**src/rtl/uart_tx_arb.sv**
```systemverilog
// Round-robin arbiter that shares one uart_tx between N_REQ byte requesters,
// locking the transmitter to a requester until its packet's last byte is sent.
module uart_tx_arb #(
   parameter int N_REQ         = 4,
   parameter int GAP_CYCLES    = 2,
   parameter int START_TIMEOUT = 16
) (
   input  logic               clk,
   input  logic               rst_n,
   input  logic [N_REQ-1:0]   req_valid,
   input  logic [8*N_REQ-1:0] req_data,
   input  logic [N_REQ-1:0]   req_last,
   output logic [N_REQ-1:0]   req_ready,
   output logic [N_REQ-1:0]   grant,
   output logic [7:0]         tx_data,
   output logic               tx_start,
   input  logic               tx_busy,
   output logic               ctl_busy,
   output logic               tx_done,
   output logic               err_timeout
);

   localparam int IDX_W = (N_REQ > 1) ? $clog2(N_REQ) : 1;
   localparam int TMAX  = (START_TIMEOUT > GAP_CYCLES) ? START_TIMEOUT : GAP_CYCLES;
   localparam int TMR_W = $clog2(TMAX + 1);
   localparam logic [TMR_W-1:0] TO_LAST  = TMR_W'(START_TIMEOUT - 1);
   localparam logic [TMR_W-1:0] GAP_LAST = TMR_W'(GAP_CYCLES - 1);

   typedef enum logic [2:0] {
      S_IDLE  = 3'd0,
      S_LOAD  = 3'd1,
      S_START = 3'd2,
      S_SEND  = 3'd3,
      S_GAP   = 3'd4
   } state_t;

   state_t             state_r, state_s;
   logic [IDX_W-1:0]   gidx_r, gidx_s;
   logic [N_REQ-1:0]   grant_r, grant_s;
   logic [IDX_W-1:0]   rr_last_r, rr_last_s;
   logic [TMR_W-1:0]   timer_r, timer_s;
   logic               last_r, last_s;
   logic               first_r, first_s;
   logic [7:0]         tx_data_r, tx_data_s;
   logic               tx_start_r, tx_start_s;
   logic               tx_done_r, tx_done_s;
   logic               err_r, err_s;
   logic               ctl_busy_r, ctl_busy_s;
   logic               win_found_s;
   logic [IDX_W-1:0]   win_idx_s;

   function automatic logic [IDX_W-1:0] rr_index(input logic [IDX_W-1:0] base, input int k);
      return IDX_W'((int'(base) + k) % N_REQ);
   endfunction

   function automatic logic [N_REQ-1:0] onehot(input logic [IDX_W-1:0] idx);
      logic [N_REQ-1:0] v;
      v      = '0;
      v[idx] = 1'b1;
      return v;
   endfunction

   // Round-robin winner search: lowest offset above rr_last_r wins.
   always_comb begin
      win_found_s = 1'b0;
      win_idx_s   = '0;
      for (int k = N_REQ; k >= 1; k--) begin
         win_found_s = win_found_s | req_valid[rr_index(rr_last_r, k)];
         win_idx_s   = req_valid[rr_index(rr_last_r, k)] ? rr_index(rr_last_r, k) : win_idx_s;
      end
   end

   // Next-state and next-output logic of the sequencer.
   always_comb begin
      state_s    = state_r;
      gidx_s     = gidx_r;
      grant_s    = grant_r;
      rr_last_s  = rr_last_r;
      timer_s    = timer_r;
      last_s     = last_r;
      first_s    = first_r;
      tx_data_s  = tx_data_r;
      tx_start_s = tx_start_r;
      tx_done_s  = 1'b0;
      err_s      = 1'b0;
      case (state_r)
         S_IDLE: begin
            tx_start_s = 1'b0;
            if (win_found_s) begin
               gidx_s  = win_idx_s;
               grant_s = onehot(win_idx_s);
               first_s = 1'b1;
               timer_s = '0;
               state_s = S_LOAD;
            end else begin
               grant_s = '0;
            end
         end
         S_LOAD: begin
            if (req_valid[gidx_r]) begin
               tx_data_s  = req_data[{gidx_r, 3'b000} +: 8];
               last_s     = req_last[gidx_r];
               first_s    = 1'b0;
               timer_s    = '0;
               tx_start_s = 1'b1;
               state_s    = S_START;
            end else if (first_r) begin
               // requester withdrew before its first byte: release without advancing rr
               grant_s = '0;
               state_s = S_IDLE;
            end else if (timer_r == TO_LAST) begin
               err_s     = 1'b1;
               grant_s   = '0;
               rr_last_s = gidx_r;
               state_s   = S_IDLE;
            end else begin
               timer_s = timer_r + TMR_W'(1);
            end
         end
         S_START: begin
            if (tx_busy) begin
               tx_start_s = 1'b0;
               state_s    = S_SEND;
            end else if (timer_r == TO_LAST) begin
               tx_start_s = 1'b0;
               err_s      = 1'b1;
               grant_s    = '0;
               rr_last_s  = gidx_r;
               state_s    = S_IDLE;
            end else begin
               timer_s = timer_r + TMR_W'(1);
            end
         end
         S_SEND: begin
            if (!tx_busy) begin
               tx_done_s = 1'b1;
               timer_s   = '0;
               state_s   = S_GAP;
            end else begin
               state_s = S_SEND;
            end
         end
         S_GAP: begin
            if (timer_r == GAP_LAST) begin
               if (last_r) begin
                  grant_s   = '0;
                  rr_last_s = gidx_r;
                  state_s   = S_IDLE;
               end else begin
                  timer_s = '0;
                  state_s = S_LOAD;
               end
            end else begin
               timer_s = timer_r + TMR_W'(1);
            end
         end
         default: begin
            tx_start_s = 1'b0;
            grant_s    = '0;
            state_s    = S_IDLE;
         end
      endcase
      ctl_busy_s = (state_s != S_IDLE);
   end

   // State and registered-output update.
   always_ff @(posedge clk or negedge rst_n) begin
      if (!rst_n) begin
         state_r    <= S_IDLE;
         gidx_r     <= '0;
         grant_r    <= '0;
         rr_last_r  <= IDX_W'(N_REQ - 1);
         timer_r    <= '0;
         last_r     <= 1'b0;
         first_r    <= 1'b0;
         tx_data_r  <= 8'h00;
         tx_start_r <= 1'b0;
         tx_done_r  <= 1'b0;
         err_r      <= 1'b0;
         ctl_busy_r <= 1'b0;
      end else begin
         state_r    <= state_s;
         gidx_r     <= gidx_s;
         grant_r    <= grant_s;
         rr_last_r  <= rr_last_s;
         timer_r    <= timer_s;
         last_r     <= last_s;
         first_r    <= first_s;
         tx_data_r  <= tx_data_s;
         tx_start_r <= tx_start_s;
         tx_done_r  <= tx_done_s;
         err_r      <= err_s;
         ctl_busy_r <= ctl_busy_s;
      end
   end

   assign req_ready   = (state_r == S_LOAD) ? (grant_r & req_valid) : '0;
   assign grant       = grant_r;
   assign tx_data     = tx_data_r;
   assign tx_start    = tx_start_r;
   assign ctl_busy    = ctl_busy_r;
   assign tx_done     = tx_done_r;
   assign err_timeout = err_r;

endmodule
```
**config.mk**
```make
export PLATFORM = sky130hd
export DESIGN_NAME = uart_tx_arb
export DESIGN_NICKNAME = d
export VERILOG_FILES = /design/src/rtl/uart_tx_arb.sv
export SDC_FILE = /design/constraint.sdc
export NUM_CORES = 1
export LEC_CHECK = 0
export BUFFER_PORTS_ARGS = -buffer_cell sky130_fd_sc_hd__clkbuf_2
export CAP_MARGIN = 30
export CORE_UTILIZATION = 31
export DETAILED_ROUTE_END_ITERATION = 8
export PLACE_DENSITY = 0.63
export SLEW_MARGIN = 40
export SYNTH_ARGS = -nofsm -noshare
export SYNTH_HDL_FRONTEND = slang
export SYNTH_SLANG_ARGS = --single-unit
```
**constraint.sdc**
```tcl
create_clock -name clk -period 2.4 [get_ports clk]
set_input_delay 0.12 -clock clk [delete_from_list [all_inputs] [get_ports clk]]
set_output_delay 0.12 -clock clk [all_outputs]
set_load 0.05 [all_outputs]
```
Word-level counts from Yosys, hierarchy flattened
Index checks and enable logic that the tools add are counted.

Register bits: 30. Latch bits: 0. Memory bits (writable): 0. Memory bits (read-only): 0. Output and inout port bits: 20. Word-level logic and storage cells: 128. Memories kept: 0.

Add/subtract/negate cells: 5. Multipliers: 0. Divide/modulo/power cells: 0. $lt $le $gt $ge: 7. Eq/ne operators: 17. Shift operators: 1. Multiplexer cells: 66. Bitwise operators: 6. Reduce and logical (&&, ||, !) cells: 14.

Operator list (count): two-way mux 5 bit (8); two-way mux 4 bit (8); variable part select 32 x 6 -> 8 bit (1); case mux 5 bit (5 select lines) (1); two-way mux 3 bit (7); two-way mux 2 bit (10); case mux 4 bit (5 select lines) (1); two-way mux 1 bit (19); < comparator 2 x 3 -> 1 bit, second input constant (6); != test 2 bit, second input constant (8); case mux 3 bit (5 select lines) (1); binary-select mux 1 bit (select 2 bit) (6); AND reduction 6 bit (2); != test 3 bit, second input constant (3); equality test 3 x 2 -> 1 bit, second input constant (2); case mux 2 bit (3 select lines) (1); AND reduction 3 bit (2); nonzero test 3 bit (2); adder 5 x 1 -> 5 bit, second input constant (1); equality test 5 x 1 -> 1 bit, second input constant (1); equality test 5 x 4 -> 1 bit, second input constant (1); AND reduction 5 bit (1); nonzero test 5 bit (1); adder 2 x 1 -> 2 bit, second input constant (2); 15 further kinds (21).

Depth between registers and ports, before layout
Depth in word-level cells: 13. Depth in mapped cells: 9. Gate-level depth less buffers: 9.

Worst setup path after synthesis
Ideal clock, no wire load.

Kind: register to register. Start: register timer_r[1]. End: register rr_last_r[0]. Setup time: 85 ps. Arrival time: 1761 ps. Data required time: 2315 ps. Slack: 554 ps. Stages on the path, launching flop included: 8. Clock period less this slack: 1846 ps. Path through: dfrtp_1 -> inv_1 -> ha_1 -> or4b_1 -> o21ai_1 -> o211a_1 -> and2_1 -> mux2_1.

Cells in the longest elaborated chain, start to end: 5.

RTL lines: from (decl) (RTL line 41) `logic [TMR_W-1:0] timer_r, timer_s;`; from (signal assigned) (RTL line 186) `timer_r <= timer_s;`; equality test 5 x 4 -> 1 bit (RTL line 111, 124); two-way mux 2 bit (3 in a row); case mux 2 bit (3 select lines); to (signal assigned) (RTL line 172) `rr_last_r <= IDX_W'(N_REQ - 1);`; to (signal assigned) (RTL line 185) `rr_last_r <= rr_last_s;`; to (decl) (RTL line 40) `logic [IDX_W-1:0] rr_last_r, rr_last_s;`.

Parallel ways exist; a longest one is shown, timed or not. The select of a mux whose other input is x is not followed. A chain may end at the register's enable or synchronous reset.

Worst setup path in the final report
Start: register timer_r[0]. End: register rr_last_r[0].

Same word-level chain as after synthesis.

==> impl_results.md <==
* Outcome: complete, no violations
* Hold_sp: tx_busy
* Final #Nets at 287
* DR WL/cell at 14.5 um
* Setup repair after global routing missed its margin: false
* PwrDens at 1280 nW/um^2
* Root Buffer Master: clkbuf_8
* Largest net degree at the start of global routing at 31
* Hold path cells at 4
* Mux contribution to synthesized area at 0.191
* Dominant synthesized flop cell: dfrtp_1
* Worst Hold Endpoint: tx_done
* Static Leak at 1.10 nW
* Max cap viols at 0
* Final HPWL DP at 3520 um
* Peak VDD IR at 552 uV
* Vert. Die Dim at 79.9 um
* Post-synthesis simple-gate area fraction at 0.158
* Fraction of registers with async set/reset at 1.00
* Power Total at 3.07 mW
* PortBufs at 62
* Worst Tran Pin Value at 693 ps
* First-pass GRT wire length at 8160 um
* DP Area at 2290 sq um
* Vias in the first global route at 1762
* Final Hold Fails at 0
* Max-slew violation count at 0
* Footprint of the multi-input gates at 1050 sq um
* Share of cells above drive strength 1 at 0.386
* I/O pin count at 63
* Post-synthesis compound-gate area fraction at 0.182
* Clock buffer count from CTS at 5
* Synthesized flop and latch total at 30
* Final GP Congestion at 0.845
* Yosys Warn Count at 0
* Rel. slew slack at 0.538
* Synth Instances at 173
* Highest Clock Rate at 475 MHz
* Post-route ant nets at 0
* Gr usage total at 0.165
* Post-Synth XOR/XNOR Area at 0
* Pre-Repair DR Iteration Count at 4
* Avg Cell Area, Syn at 10.9 sq um
* EDFF count, synth at 0
* Total area of sequential cells at 753 sq um
* R2r worst-path depth at 8
* FP Rows at 28
* Worst EP arrival at 2310 ps
* Worst skew pair latency at 280 ps
* Clock transition at path regs at 70 ps
* CTS tree: done
* Die area at 6390 sq um
* Final core utilization at 0.406
* CP startpoint: timer_r[0]
* CP Capture Type: register
* Vias/cell at 5.31
* Seq/Total Area, Yosys at 0.400
* Worst r2r src: timer_r[0]
* Fin crit share at 0.877
* Post-Syn Nets at 220
* Yosys cell types at 51
* Core Region at 5890 sq um
* CTS sink count at 30
* DR vias at 1677
* H-tree depth at 2
* Startpoint type of the worst setup path: register
* Postcts setup bufs at 0
* Die W at 79.9 um
* R2R Setup Slk at 300 ps
* Max Root-Sink Buffers at 2
* Setup_tns at 0 ps
* Total Routed Length at 4600 um
* Initial antenna violation count at 0
* Crit Path Max Fanout at 8
* R2r endpoint: rr_last_r[0]
* Post-Synth Adder-Cell Area at 0.0266
* Main combinational cell family by area after synthesis: multiplexers
* Fin crit period at 2100 ps
* # DRC at 0
* Area Overhead vs Synth at 27.1%
* Min-Delay Path Class: input port to register
* Grt ovf at 0
* Initial core utilization at 0.320
* Fill count at 599
* Worst path required time at 2610 ps
* Fin Clk Skew at 2.90 ps
* DRT iter0 DRCs at 75
* Kind of critical path: register to register
* Final Cell Area at 2390 sq um
* Antenna diodes at 0
* Final setup vio count at 0
* Synthesized area at 1880 sq um
[per-stage QoR]
step / worst slack [ps] / hold WS [ps] / instances
floorplan: 554 / -176 / 173
global placement: 397 / 229 / 307
detailed placement: 338 / 240 / 307
CTS: 321 / 223 / 316
global route: 85.7 / 250 / 316
finish: 296 / 221 / 316
[worst max-delay path, stage by stage, from the launching register on]
cell	delay, ps
dfrtp_1	430
ha_1	210
nand3_1	110
inv_1	70
ha_1	290
nand2b_1	190
o22ai_1	220
and2_1	190
mux2_1	320
[power by group]
group	internal, mW	switching [mW]
clock	0.230	0.204
combinational	0.673	1.02
sequential	0.710	0.233
total	1.61	1.46
[synth_stat cells, types with 3 or more instances]
library cell,n,area (sq um)
o32ai_1,3,26.3
o21ai_0,5,25.0
nand3_1,3,15.0
clkbuf_1,4,15.0
and3_1,4,25.0
nor2b_1,5,31.3
o21ai_1,8,40.0
nor2_1,4,15.0
o21a_1,3,22.5
a21oi_1,5,25.0
mux4_2,10,225
ha_1,4,50.1
o22ai_1,4,25.0
a31oi_1,3,18.8
mux2_1,11,124
dfrtp_1,28,701
nand2_1,9,33.8
inv_1,12,45.0
a22o_1,3,26.3
nand2b_1,7,43.8
[how the worst max path moves through the flow]
| stage | to | slack, ps | cells past startpoint |
|---|---|---|---|
| detailed placement | rr_last_r[1] | 340 | 8 |
| floorplan | rr_last_r[0] | 550 | 7 |
| global placement | rr_last_r[0] | 400 | 8 |
| finish | rr_last_r[0] | 300 | 8 |
| global route | grant[3] | 90 | 9 |
| CTS | rr_last_r[0] | 320 | 8 |
[flip-flops by register name (all words and copies together), names as in the netlist]
register     flops
ctl_busy         1
err_timeout      1
first_r          1
gidx_r           2
grant            4
last_r           1
rr_last_r        2
state_r          3
timer_r          5
tx_data          8
tx_done          1
tx_start         1
[routing by layer]
metal,track usage,up-vias,share of wire
li1,-,790,-
met1,0.193,820,0.44
met2,0.290,57,0.48
met3,0.0389,10,0.053
met4,0.0661,0,0.020
met5,0,-,0
[layout by cell type (no fill, tap or decap), drive strengths merged, types with 3 or more instances in the layout]
master	instances
buf	6
nor2	5
nor3	3
nand3	3
o21ai	13
nor2b	5
nand2	9
mux2	11
o21a	3
nand2b	7
a21oi	5
o32ai	3
o22ai	4
and3	4
clkbuf	67
ha	4
mux4	10
a22o	3
a31oi	3
dfrtp	28
inv	12
[area by class of cell]
class                   count  share of cell area
inverters                  12              0.0188
multi-input cells         123               0.438
clock buffers               6              0.0345
flip-flops and latches     30               0.315
repair buffers             68               0.150
clock inverters             2             0.00523
well taps                  75              0.0392
[cells by family after synthesis]
logic type | Yosys count
flip-flops | 30
buffers and inverters | 20
AND/OR/NAND/NOR | 48
AO/OA/AOI/OAI | 49
multiplexers | 22
adder cells (fa/ha/maj) | 4
[repair_timing]
action,CTS,global route
hold buffers,1,0
endpoints found under the hold margin,28,0
setup endpoints to repair,0,0
resized for setup,0,0
No activity file was read; power rests on OpenSTA's default activity.
